===== config.mk =====
export PLATFORM = sky130hd
export DESIGN_NAME = drum_envelope
export DESIGN_NICKNAME = d
export VERILOG_FILES = /design/src/rtl/drum_envelope_pkg.sv /design/src/rtl/drum_envelope_env_scaler.sv /design/src/rtl/drum_envelope.sv
export SDC_FILE = /design/constraint.sdc
export NUM_CORES = 1
export LEC_CHECK = 0
export ABC_AREA = 1
export CORE_MARGIN = 10
export CORE_UTILIZATION = 30
export CTS_CLUSTER_SIZE = 16
export DETAILED_ROUTE_END_ITERATION = 10
export PLACE_DENSITY_LB_ADDON = 0.2
export SLEW_MARGIN = 10
export SYNTH_ARGS = -nofsm -noshare
export SYNTH_HDL_FRONTEND = slang
export SYNTH_SLANG_ARGS = --single-unit

===== constraint.sdc =====
create_clock -name clk -period 8.7 [get_ports clk]
set_clock_uncertainty 0.1 [all_clocks]
set_input_delay 1.74 -clock clk [delete_from_list [all_inputs] [get_ports clk]]
set_output_delay 1.74 -clock clk [all_outputs]
set_load 0.02 [all_outputs]

===== src/rtl/drum_envelope_pkg.sv =====
// Shared types and constants for the drum voice amplitude envelope.
// Contents: envelope FSM state enum, sample/envelope constants, and the
// saturating 8-bit add/subtract helpers used for envelope stepping.
package drum_pkg;

  typedef enum logic [1:0] {
    ENV_IDLE,
    ENV_ATTACK,
    ENV_DECAY
  } env_state_t;

  localparam logic [7:0] SAMPLE_MID = 8'h80;
  localparam logic [7:0] ENV_MAX    = 8'hFF;

  // 9-bit sum, clamp at ENV_MAX on carry out.
  function automatic logic [7:0] env_sat_add(input logic [7:0] a, input logic [7:0] b);
    logic [8:0] sum;
    sum = {1'b0, a} + {1'b0, b};
    return sum[8] ? ENV_MAX : sum[7:0];
  endfunction

  // 9-bit signed difference, clamp at zero when it goes negative.
  function automatic logic [7:0] env_sat_sub(input logic [7:0] a, input logic [7:0] b);
    logic [8:0] diff;
    diff = {1'b0, a} - {1'b0, b};
    return diff[8] ? 8'h00 : diff[7:0];
  endfunction

endpackage


===== src/rtl/drum_envelope_env_scaler.sv =====
// Scales an offset-binary sample about the 0x80 midpoint by an 8-bit envelope.
// Ports: clk, reset (async, active-low); sample/env/valid in;
//        sample_out/sample_out_valid out (2-cycle latency, 1 sample/cycle).
module env_scaler
  import drum_pkg::*;
(
  input  logic       clk,
  input  logic       reset,
  input  logic [7:0] sample,
  input  logic [7:0] env,
  input  logic       valid,
  output logic [7:0] sample_out,
  output logic       sample_out_valid
);

  logic signed [8:0]  s1;
  logic [7:0]         env1;
  logic               v1;

  logic signed [15:0] s_ext;
  logic signed [15:0] e_ext;
  logic signed [15:0] prod;
  logic signed [15:0] q;

  // Stage 1: recentre the sample and capture the envelope it is paired with.
  always_ff @(posedge clk or negedge reset) begin
    if (!reset) begin
      s1   <= '0;
      env1 <= '0;
      v1   <= 1'b0;
    end else begin
      v1 <= valid;
      if (valid) begin
        s1   <= $signed({1'b0, sample}) - 9'sd128;
        env1 <= env;
      end
    end
  end

  // |s * env| <= 128*255, so a 16-bit signed product never overflows.
  assign s_ext = {{7{s1[8]}}, s1};
  assign e_ext = {8'h00, env1};
  assign prod  = s_ext * e_ext;
  assign q     = prod >>> 8;

  // Stage 2: q lies in -128..126, so re-adding the midpoint cannot wrap.
  always_ff @(posedge clk or negedge reset) begin
    if (!reset) begin
      sample_out       <= SAMPLE_MID;
      sample_out_valid <= 1'b0;
    end else begin
      sample_out_valid <= v1;
      if (v1) begin
        sample_out <= q[7:0] + SAMPLE_MID;
      end
    end
  end

endmodule


===== src/rtl/drum_envelope.sv =====
// Drum hit amplitude envelope: attack/decay FSM with tick divider, feeding a
// 2-stage sample scaler. Ports: clk, reset (async, active-low), trig,
// sample_in/sample_valid in; sample_out/sample_out_valid, env, busy out.
module drum_envelope
  import drum_pkg::*;
#(
  parameter int unsigned ATTACK_STEP = 16,
  parameter int unsigned DECAY_STEP  = 1,
  parameter int unsigned TICK_DIV    = 1024
) (
  input  logic       clk,
  input  logic       reset,
  input  logic       trig,
  input  logic [7:0] sample_in,
  input  logic       sample_valid,
  output logic [7:0] sample_out,
  output logic       sample_out_valid,
  output logic [7:0] env,
  output logic       busy
);

  localparam int unsigned      CNT_W    = $clog2(TICK_DIV);
  localparam logic [CNT_W-1:0] CNT_LAST = CNT_W'(TICK_DIV - 1);
  localparam logic [7:0]       ATK      = 8'(ATTACK_STEP);
  localparam logic [7:0]       DCY      = 8'(DECAY_STEP);

  env_state_t       state;
  env_state_t       state_next;
  logic             busy_r;
  logic [CNT_W-1:0] count;
  logic [CNT_W-1:0] count_next;
  logic [CNT_W-1:0] count_wrap;
  logic [7:0]       env_lvl;
  logic [7:0]       env_next;
  logic [7:0]       env_up;
  logic [7:0]       env_dn;
  logic             tick;

  assign tick       = (state != ENV_IDLE) && (count == CNT_LAST);
  assign count_wrap = tick ? '0 : count + 1'b1;
  assign env_up     = env_sat_add(env_lvl, ATK);
  assign env_dn     = env_sat_sub(env_lvl, DCY);

  // State register; busy is registered from the next state so it moves on
  // the same edge as the state itself.
  always_ff @(posedge clk or negedge reset) begin
    if (!reset) begin
      state  <= ENV_IDLE;
      busy_r <= 1'b0;
    end else begin
      state  <= state_next;
      busy_r <= (state_next != ENV_IDLE);
    end
  end

  // Next-state logic. A retrigger in DECAY takes priority over a coincident
  // tick, so the envelope never drops to IDLE on the edge it is re-hit.
  always_comb begin
    state_next = state;
    unique case (state)
      ENV_IDLE: begin
        if (trig) state_next = ENV_ATTACK;
      end
      ENV_ATTACK: begin
        if (tick && env_up == ENV_MAX) state_next = ENV_DECAY;
      end
      ENV_DECAY: begin
        if (trig)                     state_next = ENV_ATTACK;
        else if (tick && env_dn == '0) state_next = ENV_IDLE;
      end
      default: state_next = ENV_IDLE;
    endcase
  end

  // Envelope level and tick counter updates.
  always_comb begin
    env_next   = env_lvl;
    count_next = count;
    unique case (state)
      ENV_IDLE: begin
        env_next   = '0;
        count_next = '0;
      end
      ENV_ATTACK: begin
        count_next = count_wrap;
        if (tick) env_next = env_up;
      end
      ENV_DECAY: begin
        if (trig) begin
          // Re-attack from the current level with a fresh tick period.
          count_next = '0;
        end else begin
          count_next = count_wrap;
          if (tick) env_next = env_dn;
        end
      end
      default: begin
        env_next   = '0;
        count_next = '0;
      end
    endcase
  end

  always_ff @(posedge clk or negedge reset) begin
    if (!reset) begin
      env_lvl <= '0;
      count   <= '0;
    end else begin
      env_lvl <= env_next;
      count   <= count_next;
    end
  end

  assign env  = env_lvl;
  assign busy = busy_r;

  env_scaler u_scaler (
    .clk              (clk),
    .reset            (reset),
    .sample           (sample_in),
    .env              (env_lvl),
    .valid            (sample_valid),
    .sample_out       (sample_out),
    .sample_out_valid (sample_out_valid)
  );

endmodule


After elaboration in Yosys (flattened, before gate mapping)
Cells that the tools add are included. Widths: inputs -> output; s select.

Logic and storage cells: 44. Input port bits: 12. Output and inout port bits: 18. Flip-flop bits (word level): 48.

Multiplexer cells: 14. Equal/unequal tests: 7. Multipliers: 1. $add $sub $neg: 5. Reduce and logical (&&, ||, !) cells: 8.

Operators with widths (number): $mux 8 (5); $mux 10 (2); $pmux 10 s2 (1); $mul 9x9->16 (1); $pmux 8 s2 (1); $add 10x1->10 const B (1); $eq 10x10->1 const B (1); $add 8x5->9 const B (1); $sub 8x1->9 const B (1); $sub 8x8->9 const B (1); $add 8x8->8 const B (1); $eq 8x8->1 const B (1); $logic_not 8->1 (1); $mux 2 (4); $ne 2x2->1 const B (3); $pmux 2 s3 (1); $reduce_bool 2->1 (2); $logic_and 1x1->1 (3); $reduce_and 3->1 (1); $eq 2x1->1 const B (1); $eq 2x2->1 const B (1); $logic_not 2->1 (1).

Logic depth before layout (Yosys ltp)
Gate-level depths: netlist of the first run.

Depth after elaboration: 8. Gate-level depth with buffers: 21. Mapped depth without buffers: 20.

By module
From an unflattened synthesis of the first run, not the netlist that was laid out.

Cells, all modules: 692. Area total of the unflattened synthesis: 5092.4 sq um.

Modules (own cells, without submodules): env_scaler (cells an instance 484, area an instance 3595.9 sq um, times used 1, seq. area each 651.9 sq um); drum_envelope (cells an instance 208, area an instance 1496.4 sq um, times used 1, seq. area each 525.5 sq um).

Worst setup path before layout of the first run
OpenSTA, ideal clock, no wires.

Path kind: reg-to-reg. Start: reg u_scaler.s1[7]. End: reg u_scaler.sample_out[4]. Period minus slack after synthesis: 4.178 ns. Path slack: 4.522 ns. Data arrival time: 3.951 ns. Library setup time: 0.127 ns. Stages on the path, launching flop included: 18. Cell sequence: dfrtp_1 > clkbuf_1 > nand2_1 > fa_1 > fa_1 > inv_1 > fa_1 > inv_1 > fa_1 > inv_1 > ha_1 > nand2_1 > o21a_1 > nand2_1 > inv_1 > o21ai_1 > xor2_1 > o21ai_1.

Longest elaborated chain between the ends: 2.

RTL lines: start, declared (RTL line drum_envelope_env_scaler.sv:16) `logic signed [8:0] s1;`; start signal, assigned (RTL line drum_envelope_env_scaler.sv:34) `s1 <= $signed({1'b0, sample}) - 9'sd128;`; $mul 9x9->16 (RTL line drum_envelope_env_scaler.sv:43) `assign prod = s_ext * e_ext;`; $add 8x8->8 (RTL line drum_envelope_env_scaler.sv:54) `sample_out <= q[7:0] + SAMPLE_MID;`; end signal, assigned (RTL line drum_envelope_env_scaler.sv:54); end, declared (RTL line drum_envelope_env_scaler.sv:12) `output logic [7:0] sample_out,`.

Every way passes these cells. A chain may end at the register's enable or synchronous reset.

Final worst setup path of the first run
Start: reg u_scaler.env1[3]. End: reg u_scaler.sample_out[5].

Longest elaborated chain between the ends: 2.

RTL lines: start, declared (RTL line drum_envelope_env_scaler.sv:17) `logic [7:0] env1;`; start signal, assigned (RTL line drum_envelope_env_scaler.sv:35) `env1 <= env;`; $mul 9x9->16 (RTL line drum_envelope_env_scaler.sv:43); $add 8x8->8 (RTL line drum_envelope_env_scaler.sv:54).

Every way passes these cells.

==> impl_metrics.py, run 1 <==
metrics = {
    "cells_and_area": {
        "final_layout_net_count": 745,
        "fill_cells": 1698,
        "area_of_the_multi_input_gates_um2": 3012,
        "final_util": 0.3446,
        "antenna_cells": 0,
        "layout_area_growth_over_synthesis_pct": 12.87,
        "final_area_um2": 5454,
        "drive_gt1_frac": 0.04482,
        "post_layout_nonfiller_instances": 863,
        "register_area_um2": 1177,
    },
    "setup_path": {
        "critPathLaunchType": "flip-flop",
        "end_kind": "flip-flop",
        "critPathSlowestCell": "fa_1",
        "timing.critical_path.mode_cell": "inv_1",
        "critical_path.max_fanout": 9,
        "criticalPathCategory": "flip-flop to flip-flop",
        "crit_path_max_cell_delay_ns": 0.57,
        "crit_required_ns": 8.82,
        "critPathArrivalTime_ns": 4.60,
        "critical_path.cell_chain": "nand2_1 -> inv_1 -> fa_1 -> inv_1 -> fa_1 -> inv_1 -> fa_1 -> inv_1 -> fa_1 -> inv_1 -> ha_1 -> a21oi_1 -> o21ai_0 -> a21oi_1 -> nand3_1 -> a31oi_1",
    },
    "yosys": {
        "synthCells": 630,
        "synth.distinct_cells": 39,
        "yosys-top-cells-count": "nand2_1, inv_1, fa_1, dfrtp_1, ha_1",
        "post-synth-top-area-fraction": 0.2382,
        "yosys_most_used_dff": "dfrtp_1",
        "synth-async-reset-ratio": 1.000,
        "syn-mean-instance-area_um2": 7.670,
        "syn-cell-area_um2": 4832,
        "postSynthNetCount": 729,
        "synth_top_cells_by_area": "dfrtp_1, fa_1, nand2_1",
        "leading_cell_type_by_number_of_instances_after_synthesis": "nand2_1",
        "post_synthesis_cell_type_with_the_largest_combined_area": "dfrtp_1",
        "synth_enable_flop_cells": 0,
        "synth-seq-area-share": 0.2437,
        "yosysWarnings": 0,
        "postSynthRegisterBits": 47,
    },
    "sta": {
        "final-setup-viol-count": 0,
        "drv_slew": 0,
        "worst_slew_pin_slew_ns": 0.6525,
        "finalWorstPathRequiredPeriod_ns": 4.476,
        "setup_repair_after_global_routing_missed_its_margin": "false",
        "tns_ns": 0,
        "post_route_fraction_of_the_period_consumed_by_the_critical_path": 0.5145,
        "relSlewSlack": 0.5645,
        "max_clock_freq_mhz": 223.4,
        "finalHoldViolCount": 0,
    },
    "clocking": {
        "ctsLongestPathBuffers": 2,
        "clkTransAtPathRegs_ns": 0.07,
        "cts_hold_buf": 0,
        "cts_root_buf": "clkbuf_16",
        "cts_tree": "done",
        "post_cts_resized": 0,
        "number_of_buffers_added_by_the_clock_tree_synthesis_step": 5,
        "numClockSinks": 47,
        "post-cts-setup-buffer-count": 0,
        "htree_num_levels": 2,
        "clock_insertion_delay_worst_skew_ns": 0.31,
    },
    "floorplanning": {
        "core-area_um2": 15830,
        "start_util": 0.3053,
        "die-width_um": 146.9,
        "io_pins": 30,
        "rows": 46,
        "floorplan.die_area_um2": 21580,
        "die_y_um": 146.9,
    },
    "routing": {
        "drc_errors": 0,
        "ant_nets": 0,
        "initialDrtViolationCount": 134,
        "wire_per_inst_um": 12.30,
        "via_count": 3717,
        "firstDrtPassIters": 4,
        "wl_um": 10620,
        "avgViaCountPerCell": 4.307,
    },
    "global_route": {
        "grt_max_degree": 48,
        "grt_overflow": 0,
        "grt_antenna_before_repair": 0,
        "grt.total_usage": 0.1040,
        "grt_pass1_vias": 3959,
        "grt_pass1_wl_um": 18620,
    },
    "placed_design": {
        "place_inst": 855,
        "numPortBuffers": 29,
        "gp_routability_congestion": 0.8599,
        "dpl.hpwl_um": 8644,
        "placement.cell_area_um2": 5304,
    },
    "status": {
        "run_status": "complete, no violations",
    },
    "flow_run": {
        "timing.max_cap.violations": 0,
    },
    "worst_hold_path": {
        "hold_class": "flip-flop to flip-flop",
    },
    "power_and_ir_drop": {
        "cellLeakagePower_nw": 2.890,
        "ir_drop_v": 0.0001132,
        "powerDensity_nw_per_um2": 151.9,
    },
}
[per-layer routing]
layer  track usage  up-vias  share of wire
li1              -     1915              -
met5             0        -              0
met2        0.1721       73           0.48
met1        0.1314     1718           0.46
met3       0.03194       11          0.055
met4       0.02032        0         0.0092
[cell type report]
| class | count | area share |
|---|---|---|
| Clock buffer | 5 | 0.02294 |
| Clock inverter | 3 | 0.004588 |
| Inverter | 147 | 0.1012 |
| Multi-Input combinational cell | 415 | 0.5522 |
| Sequential cell | 47 | 0.2159 |
| Tap cell | 216 | 0.04955 |
| Timing Repair Buffer | 30 | 0.05368 |
[cell families after synthesis]
family	after synthesis	share of synthesized area
AOI/OAI and AO/OA	64	0.07354
xor gates and xnor gates	17	0.03081
adders and majority gates	87	0.3030
buffers and inverters	168	0.1331
DFF	47	0.2437
and+or+nand+nor	247	0.2160
[through the flow]
stage | hold slack (ns) | total power [mW] | setup WS [ns]
2_1_floorplan | 0.2519 | 0.5247 | 4.522
3_3_place_gp | 0.3505 | 0.6236 | 4.320
3_5_place_dp | 0.3619 | 0.6279 | 4.245
4_1_cts | 0.3749 | 0.8454 | 4.221
5_1_grt | 0.4060 | 0.9114 | 3.939
6_report | 0.3708 | 0.8284 | 4.224
[worst max-delay path: cells and delay by family, from the launching register on]
kind,cells,cell delay [ns]
adder cells (fa/ha/maj),5,2.48
AO/OA/AOI/OAI,4,0.68
flip-flops,1,0.50
buffers and inverters,5,0.37
AND/OR/NAND/NOR,2,0.28
[power breakdown]
| part | leakage (nW) | switching, mW | internal, mW |
|---|---|---|---|
| Sequential | 0.622 | 0.0365 | 0.246 |
| Clock | 0.0708 | 0.0982 | 0.109 |
| Combinational | 2.20 | 0.210 | 0.129 |
[worst paths after layout]
| check | from | endpoint | slack (ns) | depth (start not counted) |
|---|---|---|---|---|
| min in group asynchronous | reset | u_scaler.sample_out[6]$_DFFE_PN0P_ | 1.43 | 2 |
| worst max-delay path | u_scaler.env1[3]$_DFFE_PN0P_ | u_scaler.sample_out[5]$_DFFE_PN0P_ | 4.22 | 16 |
| worst max register to register | u_scaler.env1[3]$_DFFE_PN0P_ | u_scaler.sample_out[5]$_DFFE_PN0P_ | 4.22 | 16 |
| worst min register to register | count[0]$_DFF_PN0_ | count[0]$_DFF_PN0_ | 0.37 | 1 |
| worst min-delay path | count[0]$_DFF_PN0_ | count[0]$_DFF_PN0_ | 0.37 | 1 |
| max in group asynchronous | reset | u_scaler.s1[0]$_DFFE_PN0P_ | 6.63 | 2 |
[sequential cells by signal, indices dropped and copies added (netlist names)]
register	cells
u_scaler.s1	8
env	8
u_scaler.sample_out	8
u_scaler.env1	8
u_scaler.sample_out_valid	1
state	2
count	10
u_scaler.v1	1
busy	1
[cell usage in the layout (no fill, tap or decap), types with 9 or more instances in the layout]
master / netlist / final
dfrtp_1: 46 / 46
nand3_1: 17 / 17
xor2_1: 9 / 9
o21ai_0: 21 / 21
fa_1: 50 / 50
nor2_1: 32 / 32
nand2_1: 175 / 175
inv_1: 143 / 143
a21oi_1: 18 / 18
ha_1: 37 / 37
clkdlybuf4s50_1: 0 / 28
Note: power is estimated with default switching activity, not from simulation.
==> inputs of run 2 (changes only) <==
==> constraint.sdc (replaced) <==
create_clock -name clk -period 3.65 [get_ports clk]
set_clock_uncertainty 0.1 [all_clocks]
set_input_delay 0.73 -clock clk [delete_from_list [all_inputs] [get_ports clk]]
set_output_delay 0.73 -clock clk [all_outputs]
set_load 0.02 [all_outputs]
==> run 2 against run 1 <==
Compared with the run above:
- via count grew 6.5%
- sequential power grew 130%
- register-to-register slack lost 4.6 ns
- global-route usage grew 0.68 points
- clock power grew 130%
- the run now ends with setup timing left
- cell count grew 5.7%
- sequential cell count is the same
- combinational power grew to 2.9 times the previous value
- cell area grew 13%
- worst setup slack lost 4.6 ns
==> impl_metrics.py, run 2 (synthesis gave the netlist of run 1 again) <==
metrics = {
    "status": {
        "run_status": "finished, violations left",
        "violations": "setup timing",
    },
    "clocking": {
        "htree_num_levels": 2,
        "numClockSinks": 47,
        "cts_root_buf": "clkbuf_16",
        "clock_insertion_delay_worst_skew_ns": 0.30,
        "cts_tree": "done",
        "clkTransAtPathRegs_ns": 0.07,
        "ctsLongestPathBuffers": 2,
        "number_of_buffers_added_by_the_clock_tree_synthesis_step": 5,
    },
    "routing": {
        "avgViaCountPerCell": 4.340,
        "firstDrtPassIters": 4,
        "via_count": 3958,
        "wl_um": 11500,
        "drc_errors": 0,
        "ant_nets": 0,
        "wire_per_inst_um": 12.61,
        "initialDrtViolationCount": 104,
    },
    "setup_path": {
        "critPathArrivalTime_ns": 4.12,
        "critical_path.cell_chain": "buf_12 -> nand2_8 -> fa_2 -> fa_1 -> inv_2 -> fa_1 -> inv_2 -> fa_1 -> inv_2 -> ha_4 -> nand2_2 -> o21a_1 -> nand2_2 -> inv_2 -> o21ai_2 -> xor2_1 -> o21ai_1",
        "end_kind": "flip-flop",
        "critical_path.max_fanout": 8,
        "crit_required_ns": 3.73,
        "r2r_cells": 17,
        "critPathLaunchType": "flip-flop",
        "timing.critical_path.mode_cell": "inv_2",
        "startpoint": "u_scaler.s1[7]$_DFFE_PN0P_",
        "crit_path_max_cell_delay_ns": 0.54,
        "criticalPathCategory": "flip-flop to flip-flop",
        "critPathSlowestCell": "fa_1",
        "r2r_start": "u_scaler.s1[7]$_DFFE_PN0P_",
    },
    "cells_and_area": {
        "largest_register_ff_count": 10,
        "post_layout_nonfiller_instances": 912,
        "drive_gt1_frac": 0.2098,
        "antenna_cells": 0,
        "final_layout_net_count": 794,
        "final_cell_mix": "nand2_1, inv_1, fa_1",
        "layout_area_growth_over_synthesis_pct": 27.73,
        "final_common_cell": "nand2_1",
        "regMostFlops": "count",
        "final_area_um2": 6172,
    },
    "floorplanning": {
        "start_util": 0.3053,
        "floorplan.die_area_um2": 21580,
        "io_pins": 30,
        "die-width_um": 146.9,
        "rows": 46,
        "core-area_um2": 15830,
        "die_y_um": 146.9,
    },
    "power_and_ir_drop": {
        "cellLeakagePower_nw": 3.191,
        "ir_drop_v": 0.0002187,
        "powerDensity_nw_per_um2": 345.6,
        "power_frac_seq": 0.308,
        "internal_power_mw": 1.268,
        "logic_gate_share_of_total_power": 0.467,
        "reported_net_switching_power_uw": 864.8,
        "clock_power_share": 0.225,
        "power.share.switching": 0.4054,
    },
    "worst_hold_path": {
        "worst_hold_path_cell_count": 2,
        "hold_class": "flip-flop to flip-flop",
        "hold_start": "u_scaler.sample_out[7]$_DFFE_PN1P_",
    },
    "sta": {
        "post_route_fraction_of_the_period_consumed_by_the_critical_path": 1.107,
        "drv_slew": 0,
        "hold-worst-slack_ns": 0.3639,
        "max_clock_freq_mhz": 247.5,
        "setup_repair_after_global_routing_missed_its_margin": "true",
        "tns_ns": -2.385,
        "worst_slew_pin_slew_ns": 0.8746,
        "finalWorstPathRequiredPeriod_ns": 4.040,
        "relSlewSlack": 0.4169,
        "final-setup-viol-count": 8,
        "finalHoldViolCount": 0,
        "postLayoutSetupSlackWorst_ns": -0.3896,
    },
    "placed_design": {
        "gp_routability_congestion": 0.8874,
        "dp_worst_setup_slack_ns": -0.4129,
        "numPortBuffers": 29,
        "placement.cell_area_um2": 5803,
        "place_inst": 901,
        "dpl.hpwl_um": 9570,
    },
    "global_route": {
        "grt_pass1_vias": 4232,
        "grt_max_degree": 38,
        "grt_overflow": 0,
        "grt.total_usage": 0.1109,
        "grt_antenna_before_repair": 0,
        "grt_pass1_wl_um": 19980,
    },
    "flow_run": {
        "timing.max_cap.violations": 0,
    },
}
==> run 2: cell count changes in the layout (fill, tap and decap cells not counted), moves of 4 or more <==
cell,before,now
a21oi_1,18,7
nand2_4,0,5
a21oi_2,1,10
dfrtp_1,46,40
buf_4,1,45
dfrtp_2,0,6
ha_4,0,8
inv_2,4,17
nand2_2,3,10
ha_1,37,29
nand2_1,175,162
buf_6,0,4
inv_1,143,128
==> run 2: worst max-delay path: cells and delay by family (launching register included) <==
family,cells,cell delay [ns]
fa+ha+maj,5,2.34
xor+xnor,1,0.15
simple gates,3,0.21
buf+inv,5,0.35
flops,1,0.40
compound gates,3,0.38
==> run 2: worst paths after layout <==
path	endpoint	slack, ns
worst max-delay path	u_scaler.sample_out[4]$_DFFE_PN0P_	-0.39
worst min-delay path	u_scaler.sample_out[7]$_DFFE_PN1P_	0.36
worst max register to register	u_scaler.sample_out[4]$_DFFE_PN0P_	-0.39
worst min register to register	u_scaler.sample_out[7]$_DFFE_PN1P_	0.36
max in group asynchronous	busy$_DFF_PN0_	2.31
min in group asynchronous	u_scaler.s1[6]$_DFFE_PN0P_	0.44
==> run 2: power by group through the flow <==
stage / Combinational (mW) / Sequential (mW) / Clock (mW)
after floorplan: 0.614 / 0.679 / 0
after global placement: 0.947 / 0.666 / 0
after detailed placement: 0.954 / 0.668 / 0
after CTS: 0.991 / 0.659 / 0.502
after global routing: 1.13 / 0.669 / 0.521
final: 0.995 / 0.658 / 0.480
==> run 2: repair_timing <==
action	4_1_cts	5_1_grt
pin swaps	26	14
setup buffers	3	0
endpoints found under the setup margin	8	8
gates resized for setup	37	20
hold buffers	0	0
hold endpoints to repair	0	0
==> run 2: cell type report <==
cell class	instances	area (um^2)
well taps	216	270.3
inverters	147	556.8
clock inverters	3	22.52
flip-flops and latches	47	1185
multi-input cells	415	3324
fillers	1663	9656
clock buffers	5	125.1
repair buffers	79	688.2
==> run 2: stage by stage <==
step | utilization | total power [mW]
finish | 0.3900 | 2.133
global route | 0.3900 | 2.321
CTS | 0.3847 | 2.152
detailed placement | 0.3666 | 1.622
global placement | 0.3666 | 1.613
floorplan | - | 1.293
==> run 2: layer usage <==
layer / global-route usage / routed length (um) / vias up
li1: - / - / 2024
met3: 0.02580 / 424 / 14
met2: 0.1963 / 5790 / 45
met1: 0.1322 / 5120 / 1875
met5: 0 / 0 / -
met4: 0.02725 / 161 / 0
